File: src/rtl/adder_pkg.sv
// Shared elaboration helpers for the segmented adder family.
//   nseg(width, seg_w)       : number of segments, ceil(width / seg_w)
//   last_seg_w(width, seg_w) : width of the top (possibly narrower) segment
//   cwidth(w)                : carry-wire size of the combinational adder at width w
package adder_pkg;

  function automatic int nseg(input int width, input int seg_w);
    return (width + seg_w - 1) / seg_w;
  endfunction

  function automatic int last_seg_w(input int width, input int seg_w);
    return width - (nseg(width, seg_w) - 1) * seg_w;
  endfunction

  // One carry per 4-bit block, one per leftover bit, plus the carry-in.
  function automatic int cwidth(input int w);
    return w / 4 + w % 4 + 1;
  endfunction

endpackage

File: src/rtl/adder.sv
// Combinational adder: {c_out, s} = in_a + in_b + c_in.
// Resolved as 4-bit blocks followed by single-bit cells for the remainder;
// CWIDTH must equal adder_pkg::cwidth(WIDTH).
// Ports:
//   in_a, in_b : WIDTH-bit operands
//   c_in       : carry-in
//   s          : WIDTH-bit sum
//   c_out      : carry out of bit WIDTH-1
module adder #(
  parameter int WIDTH  = 4,
  parameter int CWIDTH = 2
) (
  input  logic [WIDTH-1:0] in_a,
  input  logic [WIDTH-1:0] in_b,
  input  logic             c_in,
  output logic [WIDTH-1:0] s,
  output logic             c_out
);

  localparam int NB = WIDTH / 4;
  localparam int NR = WIDTH % 4;

  logic [CWIDTH-1:0] c;

  // Ripple kept inside one process so the carry chain is a single comb block.
  always_comb begin
    logic [4:0] blk;
    blk  = '0;
    c    = '0;
    s    = '0;
    c[0] = c_in;
    for (int i = 0; i < NB; i++) begin
      blk          = {1'b0, in_a[4*i +: 4]} + {1'b0, in_b[4*i +: 4]} + {4'b0, c[i]};
      s[4*i +: 4]  = blk[3:0];
      c[i+1]       = blk[4];
    end
    for (int j = 0; j < NR; j++) begin
      s[4*NB+j]   = in_a[4*NB+j] ^ in_b[4*NB+j] ^ c[NB+j];
      c[NB+j+1]   = (in_a[4*NB+j] & in_b[4*NB+j]) |
                    (c[NB+j] & (in_a[4*NB+j] ^ in_b[4*NB+j]));
    end
  end

  assign c_out = c[CWIDTH-1];

endmodule

File: src/rtl/adder_seg_stage.sv
// One registered stage of the segmented adder. Resolves bits [LO +: SW],
// writing the segment sum over the operand-A bits it consumed, so x carries
// resolved sum bits below LO+SW and untouched A bits above. y carries the
// (already conditioned) B operand unchanged.
// Ports:
//   clk_i, rst_ni : clock, asynchronous active-low reset
//   ld_i          : stage enable (stage empty or downstream advancing)
//   v_i, x_i, y_i, c_i, tag_i : beat from the previous stage
//   v_o, x_o, y_o, c_o, tag_o : registered beat for the next stage
module adder_seg_stage
  import adder_pkg::*;
#(
  parameter int WIDTH = 106,
  parameter int TAG_W = 8,
  parameter int LO    = 0,
  parameter int SW    = 27
) (
  input  logic             clk_i,
  input  logic             rst_ni,
  input  logic             ld_i,
  input  logic             v_i,
  input  logic [WIDTH-1:0] x_i,
  input  logic [WIDTH-1:0] y_i,
  input  logic             c_i,
  input  logic [TAG_W-1:0] tag_i,
  output logic             v_o,
  output logic [WIDTH-1:0] x_o,
  output logic [WIDTH-1:0] y_o,
  output logic             c_o,
  output logic [TAG_W-1:0] tag_o
);

  localparam int CW = cwidth(SW);

  logic [SW-1:0]    seg_sum;
  logic             seg_cout;
  logic [WIDTH-1:0] x_d;
  logic             v_q;
  logic [WIDTH-1:0] x_q;
  logic [WIDTH-1:0] y_q;
  logic             c_q;
  logic [TAG_W-1:0] tag_q;

  adder #(
    .WIDTH (SW),
    .CWIDTH(CW)
  ) u_adder (
    .in_a (x_i[LO +: SW]),
    .in_b (y_i[LO +: SW]),
    .c_in (c_i),
    .s    (seg_sum),
    .c_out(seg_cout)
  );

  always_comb begin
    x_d             = x_i;
    x_d[LO +: SW]   = seg_sum;
  end

  // Bubbles are loaded too (v_i = 0), which is what lets them collapse.
  always_ff @(posedge clk_i or negedge rst_ni) begin
    if (!rst_ni) begin
      v_q   <= 1'b0;
      x_q   <= '0;
      y_q   <= '0;
      c_q   <= 1'b0;
      tag_q <= '0;
    end else if (ld_i) begin
      v_q   <= v_i;
      x_q   <= x_d;
      y_q   <= y_i;
      c_q   <= seg_cout;
      tag_q <= tag_i;
    end
  end

  assign v_o   = v_q;
  assign x_o   = x_q;
  assign y_o   = y_q;
  assign c_o   = c_q;
  assign tag_o = tag_q;

endmodule

File: src/rtl/pipe_seg_adder.sv
// Pipelined segmented add/subtract with valid/ready flow control.
// {c_out, s} = A + (sub ? ~B : B) + (c_in ^ sub), one SEG_W-bit segment per
// stage, NSEG stages, one operation per cycle, sideband tag carried along.
// Ports:
//   clk, rst_n             : clock, asynchronous active-low reset
//   in_valid / in_ready    : input handshake (in_ready is comb on out_ready)
//   in_a, in_b, c_in, sub  : operands, carry/borrow-in, subtract select
//   in_tag                 : sideband tag
//   out_valid / out_ready  : output handshake
//   s, c_out, out_tag      : result, carry-out (sub: 1 = no borrow), tag
module pipe_seg_adder
  import adder_pkg::*;
#(
  parameter int WIDTH = 106,
  parameter int SEG_W = 27,
  parameter int TAG_W = 8
) (
  input  logic             clk,
  input  logic             rst_n,
  input  logic             in_valid,
  output logic             in_ready,
  input  logic [WIDTH-1:0] in_a,
  input  logic [WIDTH-1:0] in_b,
  input  logic             c_in,
  input  logic             sub,
  input  logic [TAG_W-1:0] in_tag,
  output logic             out_valid,
  input  logic             out_ready,
  output logic [WIDTH-1:0] s,
  output logic             c_out,
  output logic [TAG_W-1:0] out_tag
);

  localparam int NSEG = nseg(WIDTH, SEG_W);

  // Index k is the input of stage k; index NSEG is the pipeline output.
  logic [NSEG:0]    v;
  logic [NSEG:0]    en;
  logic [NSEG:0]    c;
  logic [WIDTH-1:0] x   [NSEG+1];
  logic [WIDTH-1:0] y   [NSEG+1];
  logic [TAG_W-1:0] tag [NSEG+1];

  assign v[0]   = in_valid;
  assign x[0]   = in_a;
  assign y[0]   = sub ? ~in_b : in_b;
  assign c[0]   = c_in ^ sub;
  assign tag[0] = in_tag;

  // A stage may load when it is empty or when the stage after it loads too.
  always_comb begin
    en       = '0;
    en[NSEG] = out_ready;
    for (int k = NSEG - 1; k >= 0; k--) begin
      en[k] = !v[k+1] | en[k+1];
    end
  end

  for (genvar k = 0; k < NSEG; k++) begin : g_stage
    localparam int SW = (k == NSEG - 1) ? last_seg_w(WIDTH, SEG_W) : SEG_W;

    adder_seg_stage #(
      .WIDTH(WIDTH),
      .TAG_W(TAG_W),
      .LO   (k * SEG_W),
      .SW   (SW)
    ) u_stage (
      .clk_i (clk),
      .rst_ni(rst_n),
      .ld_i  (en[k]),
      .v_i   (v[k]),
      .x_i   (x[k]),
      .y_i   (y[k]),
      .c_i   (c[k]),
      .tag_i (tag[k]),
      .v_o   (v[k+1]),
      .x_o   (x[k+1]),
      .y_o   (y[k+1]),
      .c_o   (c[k+1]),
      .tag_o (tag[k+1])
    );
  end

  assign in_ready  = en[0];
  assign out_valid = v[NSEG];
  assign s         = x[NSEG];
  assign c_out     = c[NSEG];
  assign out_tag   = tag[NSEG];

endmodule

File: config.mk
export PLATFORM = sky130hd
export DESIGN_NAME = pipe_seg_adder
export DESIGN_NICKNAME = d
export VERILOG_FILES = /design/src/rtl/adder_pkg.sv /design/src/rtl/adder.sv /design/src/rtl/adder_seg_stage.sv /design/src/rtl/pipe_seg_adder.sv
export SDC_FILE = /design/constraint.sdc
export NUM_CORES = 1
export LEC_CHECK = 0
export ABC_CLOCK_PERIOD_IN_PS = 11800
export CAP_MARGIN = 20
export CELL_PAD_IN_SITES_DETAIL_PLACEMENT = 1
export CELL_PAD_IN_SITES_GLOBAL_PLACEMENT = 2
export CORE_AREA = 2 2 322 324
export CTS_BUF_LIST = sky130_fd_sc_hd__clkbuf_8
export CTS_CLUSTER_DIAMETER = 40
export DETAILED_ROUTE_END_ITERATION = 7
export DIE_AREA = 0 0 324 326
export GPL_ROUTABILITY_DRIVEN = 0
export PLACE_DENSITY_LB_ADDON = 0.1
export SYNTH_ARGS = -nofsm -noshare
export SYNTH_HDL_FRONTEND = slang
export SYNTH_HIERARCHICAL = 1
export SYNTH_SLANG_ARGS = --single-unit
File: constraint.sdc
create_clock -name clk -period 11.8 [get_ports clk]
set_input_delay 2.36 -clock clk [delete_from_list [all_inputs] [get_ports clk]]
set_output_delay 2.36 -clock clk [all_outputs]
set_load 0.05 [all_outputs]
## Word-level counts from Yosys, hierarchy flattened

Cells that the tools add are included.

- Register bits: 782
- Output and inout bits: 117
- Bits of input ports: 226

- Bitwise logic cells: 56
- Reduce and logical (&&, ||, !) cells: 4
- $add $sub $neg: 48
- Multiplexer cells: 1

Operator list:

| operator | count |
|---|---|
| $add 4x4->5 | 24 |
| $add 5x1->5 | 24 |
| $mux 106 | 1 |
| $not 106->106 | 1 |
| $xor 1x1->1 | 21 |
| $and 1x1->1 | 20 |
| $or 1x1->1 | 14 |
| $logic_not 1->1 | 4 |

## Longest topological paths before layout

Gate-level depths: netlist of run 1.

- Depth after elaboration: 15
- Depth in mapped cells: 39
- Depth with buffers taken out: 37

## Hierarchy

Netlist of run 1, hierarchy kept.

By module, submodules not included:

| module | cells each | times used | area an instance (um^2) | sequential area each (um^2) |
|---|---|---|---|---|
| adder_seg_stage | 469 | 4 | 9033.7 | 5555.3 |
| adder (g_stage[0].u_stage.u_adder ...) | 89 | 3 | 870.8 | 0.0 |
| pipe_seg_adder | 124 | 1 | 1067.3 | 0.0 |
| adder (g_stage[3].u_stage.u_adder) | 86 | 1 | 825.8 | 0.0 |

## Least setup slack after synthesis of run 1

OpenSTA, ideal clock, no wires.

- Path kind: input-to-reg
- Start: input sub
- End: register g_stage[0].u_stage.x_q[26]
- Stages on the path: 39
- Setup slack: 1.319 ns
- Data arrival time: 10.417 ns
- Path buffers: 2
- Cell sequence: buf_4 > buf_6 > xor2_1 > inv_1 > fa_1 > inv_1 > fa_1 > a21o_2 > a21o_1 > fa_1 > fa_1 > a21o_1 > a21o_1 > fa_1 > fa_1 > a21o_1 > a21o_1 > fa_1 > [... 3 more ...] > o21ai_0 > nand2b_1 > fa_1 > fa_1 > a21o_1 > a21o_1 > fa_1 > inv_1 > fa_1 > nor2b_1 > o21ai_0 > nand2b_1 > fa_1 > fa_1 > inv_1 > fa_1 > inv_1 > mux2_4

RTL lines:

| element | line | RTL |
|---|---|---|
| start, declared | pipe_seg_adder.sv:25 | `input logic sub,` |
| end signal, assigned | adder_seg_stage.sv:64 | `x_q <= '0;` |
| end signal, assigned | adder_seg_stage.sv:70 | `x_q <= x_d;` |
| end, declared | adder_seg_stage.sv:39 | `logic [WIDTH-1:0] x_q;` |

==> results.md, run 1 <==
* FMAX at between 90 and 100 MHz
* Crit. End Element: flip-flop
* GR Overflow Total at 0
* Setup TNS at 0 ns
* Sequential power share at 35.5%
* Pin count of the biggest net entering global routing at roughly 170
* Clk sink count at 620
* Nets at about 2600
* Row cnt at 118
* IO Count at approximately 340
* Synth Cell Area at about 0.030 sq mm
* Clock Tree Buf Depth at 3
* Post-route cell area at about 0.038 sq mm
* Max_slew headroom at 26.8%
* Die height at between 300 and 400 microns
* Crit Path Class: in2reg
* Final Setup Violations at 0
* Layout cell share with drive strength beyond 1 at a little under two fifths
* Final setup skew at around 0.035 ns
* Clock Latency Late Sink at ~0.8 ns
* Clock slew at reported path FFs at around 0.060 ns
* Flop2flop setup slack at slightly above 3 ns
* First-pass iteration count of the detailed router at 4
* RR Endpoint: g_stage[1].u_stage/x_o[53]$_DFFE_PN0P_
* Max-slew violation count at 0
* Leak at between 15 and 20 nW
* MaxCap Viol Count at 0
* Clock group share of total power at just over 30%
* Worst Path Buf+Inv at 7
* Hold Path Stages at 1
* Final WL at slightly above 70000 microns
* Unrepaired setup endpoints after global routing: false
* # Post-CTS Setup Buffers at 0
* Combinational Power Share at 33.6%
* Root Driver: clkbuf_8
* Final HPWL DP at about 45000 microns
* CP Data Required Time at between 10 and 15 ns
* Min Hold Slack at between 0.4 and 0.5 ns
* H-tree depth at 4
* Worst Hold Path EP: g_stage[2].u_stage/tag_o[6]$_DFFE_PN0P_
* IO Port Bufs at 342
* YS warnings at 6
* Post-route ant nets at 0
* Crit. path cell count at 38
* Most common cell on crit path: fa_1
* Sw Pwr at a little under 3 mW
* Final core utilization at between 30% and 40%
* Std-Cell Core Area at 0.103 sq mm
* Fillers at around 10000
* Worst vdd ir at 0.103 mV
* Period utilisation layout at 87.7%
* Cts hold-fix bufs at 0
* Post-cts sizing count at 0
* Worst EP arrival at 11.08 ns
* Die width at between 300 and 400 microns
* First-pass GRT wire length at around 110000 microns
* Residual DRC at 0
* Initial antenna violation count at 13
* Status: finished, final reports clean
* Syn_nets at around 2200
* Placed cell areas at approximately 0.034 sq mm
* Switching share of total power at between 30% and 40%
* Hold Path Class: reg2reg
* FF-to-FF Start: g_stage[0].u_stage/c_o$_DFFE_PN0P_
* P per Cell Area at 233 mW/mm^2
* Total CTS buffers at around 150
* Initial drt markers at slightly below 500
* Final Hold Viols at 0
* Max Fanout on Critical Path at 2
* R2R cell count at 36
* Die area at approximately 0.11 sq mm
* Total power at 8.78 mW
* Syn Inst Count at about 1800
* Reg area at 0.0155 sq mm
* Hold_sp: g_stage[1].u_stage/tag_o[6]$_DFFE_PN0P_
* CP delay by family, top: adder cells
* Worst slew pin tran at roughly 1.1 ns
* Final min period at ~10 ns
* Multi-input gate area at ~0.013 sq mm
* WL per Instance at ~19 microns
* Synthesized area per cell at roughly 17 sq um
* Crit path largest cell delay at 0.43 ns
* Via count at about 15000
* Starting Density at 29.3%
* Vias per inst at 4.17
* TritonCTS clock tree: done
* Internal at ~6 mW
* Vias in the first global route at 18167
* Slowest cell on the critical path: fa_1
* GRT Resource Usage Total at between 10 and 15%
* Critical Path Source Type: primary input
* Area Growth Syn to Fin at 25.2%
## layout make-up
cell class | instances | share of cell area [%]
Clock buffer | 178 | 6.50
Multi-Input combinational cell | 1012 | 35.2
Antenna cell | 4 | 0.0266
Timing Repair Buffer | 361 | 9.67
Sequential cell | 620 | 41.2
Inverter | 73 | 0.747
Clock inverter | 91 | 2.10
Tap cell | 1380 | 4.58
## registers in the layout, indices dropped and copies added, names as in the netlist
signal                 count
g_stage.u_stage/tag_o     32
g_stage.u_stage/c_o        4
g_stage.u_stage/y_o      156
g_stage.u_stage/v_o        4
g_stage.u_stage/x_o      424
## worst max-delay path by stage
stage / startpoint / to / slack [ns]
6_report: in_b[0] / g_stage[0].u_stage/x_o[26]$_DFFE_PN0P_ / 1.45
3_3_place_gp: in_b[0] / g_stage[0].u_stage/x_o[26]$_DFFE_PN0P_ / 0.63
5_1_grt: in_b[0] / g_stage[0].u_stage/x_o[26]$_DFFE_PN0P_ / 1.05
2_1_floorplan: sub / g_stage[0].u_stage/x_o[26]$_DFFE_PN0P_ / 1.33
4_1_cts: in_b[0] / g_stage[0].u_stage/x_o[26]$_DFFE_PN0P_ / 1.45
3_5_place_dp: in_b[0] / g_stage[0].u_stage/x_o[26]$_DFFE_PN0P_ / 0.53
## layout by cell type (no fill, tap or decap), types with 7 or more instances in the layout
cell type          n
mux2_2            53
xnor2_1           32
nor2b_1            8
a21oi_1           21
o21ai_0            7
clkbuf_8         178
clkdlybuf4s50_1  340
ha_1              72
buf_4             14
a21o_1            53
dfrtp_1          620
bufinv_16         13
clkinv_2          18
clkinvlp_4        17
nand2b_1           7
mux2_4           567
fa_1              58
inv_1            111
xor2_1           123
## routing by layer
metal | GRT usage [%] | vias up | share of wire, %
li1 | - | 7055 | -
met1 | 17.8 | 7921 | 45
met2 | 21.5 | 350 | 47
met3 | 4.53 | 151 | 6.0
met4 | 5.06 | 18 | 2.4
met5 | 0 | - | 0.15
## power groups by stage
stage | Clock (mW) | Combinational [mW] | Sequential (mW)
3_5_place_dp | 0 | 2.99 | 3.15
5_1_grt | 2.95 | 3.15 | 3.20
2_1_floorplan | 0 | 1.50 | 3.70
3_3_place_gp | 0 | 2.95 | 3.14
6_report | 2.72 | 2.94 | 3.11
4_1_cts | 2.85 | 3.00 | 3.13
## stage by stage
stage / instances / setup WS (ns)
2_1_floorplan: 1796 / 1.33
3_3_place_gp: 3445 / 0.630
3_5_place_dp: 3445 / 0.535
4_1_cts: 3714 / 1.45
5_1_grt: 3718 / 1.05
6_report: 3719 / 1.45
Power figures use the tool's default switching activity.
==> run 2: changes to the inputs <==
--- a/config.mk
+++ b/config.mk
@@ -9,11 +9,11 @@
 export CAP_MARGIN = 20
 export CELL_PAD_IN_SITES_DETAIL_PLACEMENT = 1
 export CELL_PAD_IN_SITES_GLOBAL_PLACEMENT = 2
-export CORE_AREA = 2 2 322 324
+export CORE_AREA = 3 3 323 325
 export CTS_BUF_LIST = sky130_fd_sc_hd__clkbuf_8
 export CTS_CLUSTER_DIAMETER = 40
 export DETAILED_ROUTE_END_ITERATION = 7
-export DIE_AREA = 0 0 324 326
+export DIE_AREA = 0 0 326 328
 export GPL_ROUTABILITY_DRIVEN = 0
 export PLACE_DENSITY_LB_ADDON = 0.1
 export SYNTH_ARGS = -nofsm -noshare
==> run 2 against run 1 <==
  * Cell count down 0.91%
  * Routed wire length up 1.7%
  * First-iteration DRC count up 3.9%
  * Flip-flop and latch count stayed put
  * Clock skew shrank 0.0023 ns
  * Highest routed layer unchanged
==> results.md, run 2 (synthesized netlist as in run 1, its figures left out) <==
* Status: finished, final reports clean (unchanged)
* Final setup skew at 0.0329 ns (was 0.0353 ns)
* Leading cell types in the layout, fill and taps excluded: dfrtp_1, mux2_4, clkdlybuf4s50_1 (unchanged)
* Crit Path Class: in2reg (unchanged)
* Vias per inst at 4.20 (was 4.17)
* # Post-CTS Setup Buffers at 0 (unchanged)
* Die height at 328 microns (was 326 microns)
* Clk sink count at 620 (unchanged)
* Starting Density at 29.6% (was 29.3%)
* Flop2flop setup slack at 2.97 ns (was 3.04 ns)
* Layout cell share with drive strength beyond 1 at 37.4% (was 37.6%)
* GRT Resource Usage Total at 13.7% (was 13.8%)
* IO Count at 343 (unchanged)
* Root Driver: clkbuf_8 (unchanged)
* Final WL at 72100 microns (was 70900 microns)
* TritonCTS clock tree: done (unchanged)
* Slowest cell on the critical path: fa_1 (unchanged)
* Critical Path Source Type: primary input (unchanged)
* Max_slew headroom at 25.6% (was 26.8%)
* First-pass iteration count of the detailed router at 4 (unchanged)
* Leak at 18.3 nW (was 18.5 nW)
* Fillers at 10326 (was 10449)
* Final min period at 10.32 ns (was 10.35 ns)
* Die width at 326 microns (was 324 microns)
* CP Data Required Time at 12.51 ns (was 12.54 ns)
* Area Growth Syn to Fin at 24.3% (was 25.2%)
* Post-route ant nets at 0 (unchanged)
* Final Setup Violations at 0 (unchanged)
* IO Port Bufs at 342 (unchanged)
* Setup TNS at 0 ns (unchanged)
* Total CTS buffers at 140 (was 149)
* Period utilisation layout at 87.5% (was 87.7%)
* Initial drt markers at 506 (was 487)
* Pin count of the biggest net entering global routing at 175 (was 168)
* Max FFs per register at 424 (unchanged)
* Crit path largest cell delay at 0.45 ns (was 0.43 ns)
* Via count at 15472 (was 15495)
* Vias in the first global route at 18131 (was 18167)
* Clock slew at reported path FFs at 0.05 ns (was 0.06 ns)
* Worst slew pin tran at 1.12 ns (was 1.10 ns)
* Most common cell after layout, fill and taps aside: dfrtp_1 (unchanged)
* Residual DRC at 0 (unchanged)
* Post-cts sizing count at 0 (unchanged)
* First-pass GRT wire length at 112000 microns (about the same)
* P per Cell Area at 231 mW/mm^2 (was 233 mW/mm^2)
* Cts hold-fix bufs at 0 (unchanged)
* Max-slew violation count at 0 (unchanged)
* Final Hold Viols at 0 (unchanged)
* Row cnt at 117 (was 118)
* Clock Latency Late Sink at 0.78 ns (was 0.79 ns)
* Multi-input gate area at 0.0133 sq mm (unchanged)
* Unrepaired setup endpoints after global routing: false (unchanged)
* Crit. End Element: flip-flop (unchanged)
* Worst vdd ir at 0.0977 mV (was 0.103 mV)
* WL per Instance at 19.6 microns (was 19.1 microns)
* Final HPWL DP at 46500 microns (was 45500 microns)
* Hold Path Class: reg2reg (unchanged)
* Std-Cell Core Area at 0.102 sq mm (was 0.103 sq mm)
* MaxCap Viol Count at 0 (unchanged)
* Initial antenna violation count at 7 (was 13)
* Reg area at 0.0155 sq mm (unchanged)
* Clock Tree Buf Depth at 3 (unchanged)
* Worst EP arrival at 11.03 ns (was 11.08 ns)
* Die area at 0.107 sq mm (was 0.106 sq mm)
* Nets at 2562 (was 2573)
* Final core utilization at 36.8% (was 36.7%)
* Most common cell on crit path: fa_1 (unchanged)
* FMAX at 96.9 MHz (was 96.6 MHz)
* Max Fanout on Critical Path at 2 (unchanged)
* GR Overflow Total at 0 (unchanged)
* H-tree depth at 4 (unchanged)
-- run 2: changes by cell type in the layout (fill, tap and decap cells not counted), sizes merged --
cell and delta:
bufinv -3, clkinvlp -3, clkinv +2, buf -2, inv -8, clkbuf -8
-- run 2: critical path: cells and delay by family --
| kind | cells | cell delay (ns) |
|---|---|---|
| simple gates | 4 | 0.29 |
| fa+ha+maj | 15 | 5.38 |
| compound gates | 10 | 1.89 |
| xor+xnor | 1 | 0.15 |
| buf+inv | 7 | 0.84 |
| mux | 1 | 0.13 |
-- run 2: per-stage QoR --
step                      hold slack [ns]  total power [mW]  setup slack (ns)  cells  area [sq um]
after detailed placement            0.488              6.16             0.601   3432         34400
final                               0.499              8.64              1.48   3685         37400
after global placement              0.483              6.11             0.610   3432         34400
after global routing                0.516              9.16              1.15   3684         37400
after CTS                           0.500              8.84              1.49   3681         37400
after floorplan                     0.475              5.20              1.33   1796         30100
-- run 2: layout make-up --
class	count	share of cell area [%]
Timing Repair Buffer	359	9.68
Sequential cell	620	41.5
Clock buffer	170	6.25
Multi-Input combinational cell	1012	35.4
Tap cell	1368	4.58
Antenna cell	4	0.0268
Clock inverter	79	1.81
Inverter	73	0.753
-- run 2: worst paths after layout --
| path | startpoint | end | cells past startpoint |
|---|---|---|---|
| worst min-delay path | g_stage[1].u_stage/x_o[42]$_DFFE_PN0P_ | g_stage[2].u_stage/x_o[42]$_DFFE_PN0P_ | 1 |
| max in group asynchronous | rst_n | g_stage[0].u_stage/x_o[88]$_DFFE_PN0P_ | 3 |
| worst max-delay path | c_in | g_stage[0].u_stage/x_o[26]$_DFFE_PN0P_ | 38 |
| min in group asynchronous | rst_n | g_stage[1].u_stage/x_o[38]$_DFFE_PN0P_ | 1 |
| worst min register to register | g_stage[1].u_stage/x_o[42]$_DFFE_PN0P_ | g_stage[2].u_stage/x_o[42]$_DFFE_PN0P_ | 1 |
| worst max register to register | g_stage[0].u_stage/c_o$_DFFE_PN0P_ | g_stage[1].u_stage/x_o[53]$_DFFE_PN0P_ | 36 |
-- run 2: where the power goes --
group          internal (mW)  switching [mW]  total [mW]
clock                   1.53            1.04        2.57
combinational           1.51            1.44        2.95
sequential              2.72           0.409        3.12
total                   5.75            2.89        8.64
-- run 2: per-layer routing --
layer	GRT usage (%)	wire, microns	vias to the layer above
li1	-	-	7037
met1	17.4	32300	7994
met2	21.9	34200	321
met3	4.34	4030	114
met4	4.72	1510	6
met5	0	42	-
==> run 3: changes to the inputs <==
--- a/config.mk
+++ b/config.mk
@@ -9,11 +9,11 @@
 export CAP_MARGIN = 20
 export CELL_PAD_IN_SITES_DETAIL_PLACEMENT = 1
 export CELL_PAD_IN_SITES_GLOBAL_PLACEMENT = 2
-export CORE_AREA = 3 3 323 325
+export CORE_AREA = 3 3 292 294
 export CTS_BUF_LIST = sky130_fd_sc_hd__clkbuf_8
 export CTS_CLUSTER_DIAMETER = 40
 export DETAILED_ROUTE_END_ITERATION = 7
-export DIE_AREA = 0 0 326 328
+export DIE_AREA = 0 0 295 297
 export GPL_ROUTABILITY_DRIVEN = 0
 export PLACE_DENSITY_LB_ADDON = 0.1
 export SYNTH_ARGS = -nofsm -noshare
==> run 3 against run 2 <==
  * Clock skew shrank 0.0023 ns
  * Flip-flop and latch count is the same
  * Clock-buffer cell count shrank 24
  * Die area shrank 18%
  * Routed wire length shrank 6.4%
  * Sequential share of layout area grew 0.95 points
  * Non-clock buffer count grew 5
  * Largest power group unchanged
  * Highest routed layer unchanged
==> results.md, run 3 (synthesized netlist as in run 1, its figures left out) <==
* Status: finished, final reports clean (unchanged)
* Die width at 295 microns (was 326 microns)
* First-pass iteration count of the detailed router at 4 (unchanged)
* Max-slew violation count at 0 (unchanged)
* Nets at 2548 (was 2562)
* Final Hold Viols at 0 (unchanged)
* CP Data Required Time at 12.44 ns (was 12.51 ns)
* Final WL at 67500 microns (was 72100 microns)
* GRT Resource Usage Total at 15.6% (was 13.7%)
* Via count at 15418 (was 15472)
* Final HPWL DP at 44500 microns (was 46500 microns)
* Worst vdd ir at 0.123 mV (was 0.0977 mV)
* IO Count at 343 (unchanged)
* IO Port Bufs at 342 (unchanged)
* Initial drt markers at 435 (was 506)
* Std-Cell Core Area at 0.0832 sq mm (was 0.102 sq mm)
* CP delay by family, top: adder cells (unchanged)
* Initial antenna violation count at 5 (was 7)
* # Post-CTS Setup Buffers at 0 (unchanged)
* MaxCap Viol Count at 0 (unchanged)
* Clock Tree Buf Depth at 3 (unchanged)
* Max_slew headroom at 29.8% (was 25.6%)
* Root Driver: clkbuf_8 (unchanged)
* Final min period at 10.54 ns (was 10.32 ns)
* Worst Path Buf+Inv at 7 (unchanged)
* Worst EP arrival at 11.18 ns (was 11.03 ns)
* Hold Path Class: reg2reg (unchanged)
* Die area at 0.0876 sq mm (was 0.107 sq mm)
* Row cnt at 106 (was 117)
* Post-route ant nets at 0 (unchanged)
* FMAX at 94.9 MHz (was 96.9 MHz)
* WL per Instance at 20.0 microns (was 19.6 microns)
* Leak at 18.2 nW (was 18.3 nW)
* Die height at 297 microns (was 328 microns)
* Metal3 WL at 3900 microns (was 4030 microns)
* TritonCTS clock tree: done (unchanged)
* Vias per inst at 4.57 (was 4.20)
* Clock Latency Late Sink at 0.71 ns (was 0.78 ns)
* Post-cts sizing count at 0 (unchanged)
* Placed cells at 3146 (was 3432)
* Period utilisation layout at 89.3% (was 87.5%)
* Setup TNS at 0 ns (unchanged)
* H-tree depth at 3 (was 4)
* Max FFs per register at 424 (unchanged)
* Total CTS buffers at 121 (was 140)
* Clk sink count at 620 (unchanged)
* P per Cell Area at 224 mW/mm^2 (was 231 mW/mm^2)
* Pin count of the biggest net entering global routing at 162 (was 175)
* Critical Path Source Type: primary input (unchanged)
* Worst slew pin tran at 1.05 ns (was 1.12 ns)
* Crit Path Class: in2reg (unchanged)
* WL met1 at 30100 microns (was 32300 microns)
* Most common cell on crit path: fa_1 (unchanged)
* Residual DRC at 0 (unchanged)
* Layout cell share with drive strength beyond 1 at 36.1% (was 37.4%)
* First-pass GRT wire length at 107000 microns (was 112000 microns)
* Crit. End Element: flip-flop (unchanged)
* Final setup skew at 0.0306 ns (was 0.0329 ns)
* Crit path largest cell delay at 0.43 ns (was 0.45 ns)
* Clock slew at reported path FFs at 0.06 ns (was 0.05 ns)
* Unrepaired setup endpoints after global routing: false (unchanged)
* Leading cell types in the layout, fill and taps excluded: dfrtp_1, mux2_4, clkdlybuf4s50_1 (unchanged)
* WL met2 at 32000 microns (was 34200 microns)
* Starting Density at 36.2% (was 29.6%)
* Min Hold Slack at 0.496 ns (was 0.499 ns)
* Final Setup Violations at 0 (unchanged)
* Cts hold-fix bufs at 0 (unchanged)
* Max Fanout on Critical Path at 2 (unchanged)
* Max Used Layer: met5 (unchanged)
* Most common cell after layout, fill and taps aside: dfrtp_1 (unchanged)
* Vias in the first global route at 18061 (was 18131)
* GR Overflow Total at 0 (unchanged)
* Slowest cell on the critical path: fa_1 (unchanged)
* Final std cells w/o fill at 3371 (was 3685)
* Area Growth Syn to Fin at 21.5% (was 24.3%)
[run 3: cell types whose count changed in the layout (fill, tap and decap cells not counted), sizes merged]
cell and change:
buf +5, bufinv -5, clkbuf -24, clkinv -3, clkinvlp -10, diode -2, inv +13
[run 3: worst paths after layout]
check                                                        from                                     end  slack (ns)  cells past startpoint
max                                                       in_b[0]  g_stage[0].u_stage/x_o[26]$_DFFE_PN0P_        1.26                     38
min                        g_stage[0].u_stage/y_o[62]$_DFFE_PN0P_  g_stage[1].u_stage/y_o[62]$_DFFE_PN0P_        0.50                      1
max reg2reg                g_stage[0].u_stage/x_o[27]$_DFFE_PN0P_  g_stage[1].u_stage/x_o[53]$_DFFE_PN0P_        2.93                     36
min reg2reg                g_stage[0].u_stage/y_o[62]$_DFFE_PN0P_  g_stage[1].u_stage/y_o[62]$_DFFE_PN0P_        0.50                      1
max in group asynchronous                                   rst_n  g_stage[0].u_stage/x_o[80]$_DFFE_PN0P_        7.80                      3
min in group asynchronous                                   rst_n  g_stage[3].u_stage/x_o[64]$_DFFE_PN0P_        1.75                      1
[run 3: metal layers]
metal	GRT usage (%)	vias up
met1	20.5	8002
met5	0	-
met4	4.34	6
met3	4.64	113
met2	25.2	314
li1	-	6983
[run 3: metrics by stage]
step / instance area, sq um / util [%] / setup WS, ns / power (mW)
floorplan: 30100 / - / 1.33 / 5.20
global placement: 34000 / 40.9 / 0.491 / 6.07
detailed placement: 34000 / 40.9 / 0.460 / 6.13
CTS: 36500 / 43.9 / 1.28 / 8.38
global route: 36600 / 44.0 / 0.917 / 8.71
finish: 36600 / 44.0 / 1.26 / 8.21
[run 3: cell type report]
class,count,area [sq um]
Fill cell,8169,46600
Sequential cell,620,15500
Multi-Input combinational cell,1012,13300
Timing Repair Buffer,364,3680
Clock buffer,146,2010
Tap cell,1080,1350
Clock inverter,74,470
Inverter,73,282
Antenna cell,2,5.00
[run 3: power breakdown]
group | internal (mW) | total [mW] | leakage, nW | switching [mW]
registers | 2.71 | 3.11 | 7.22 | 0.401
logic | 1.51 | 2.94 | 9.52 | 1.43
clock network | 1.22 | 2.15 | 1.44 | 0.928
total | 5.45 | 8.21 | 18.2 | 2.76
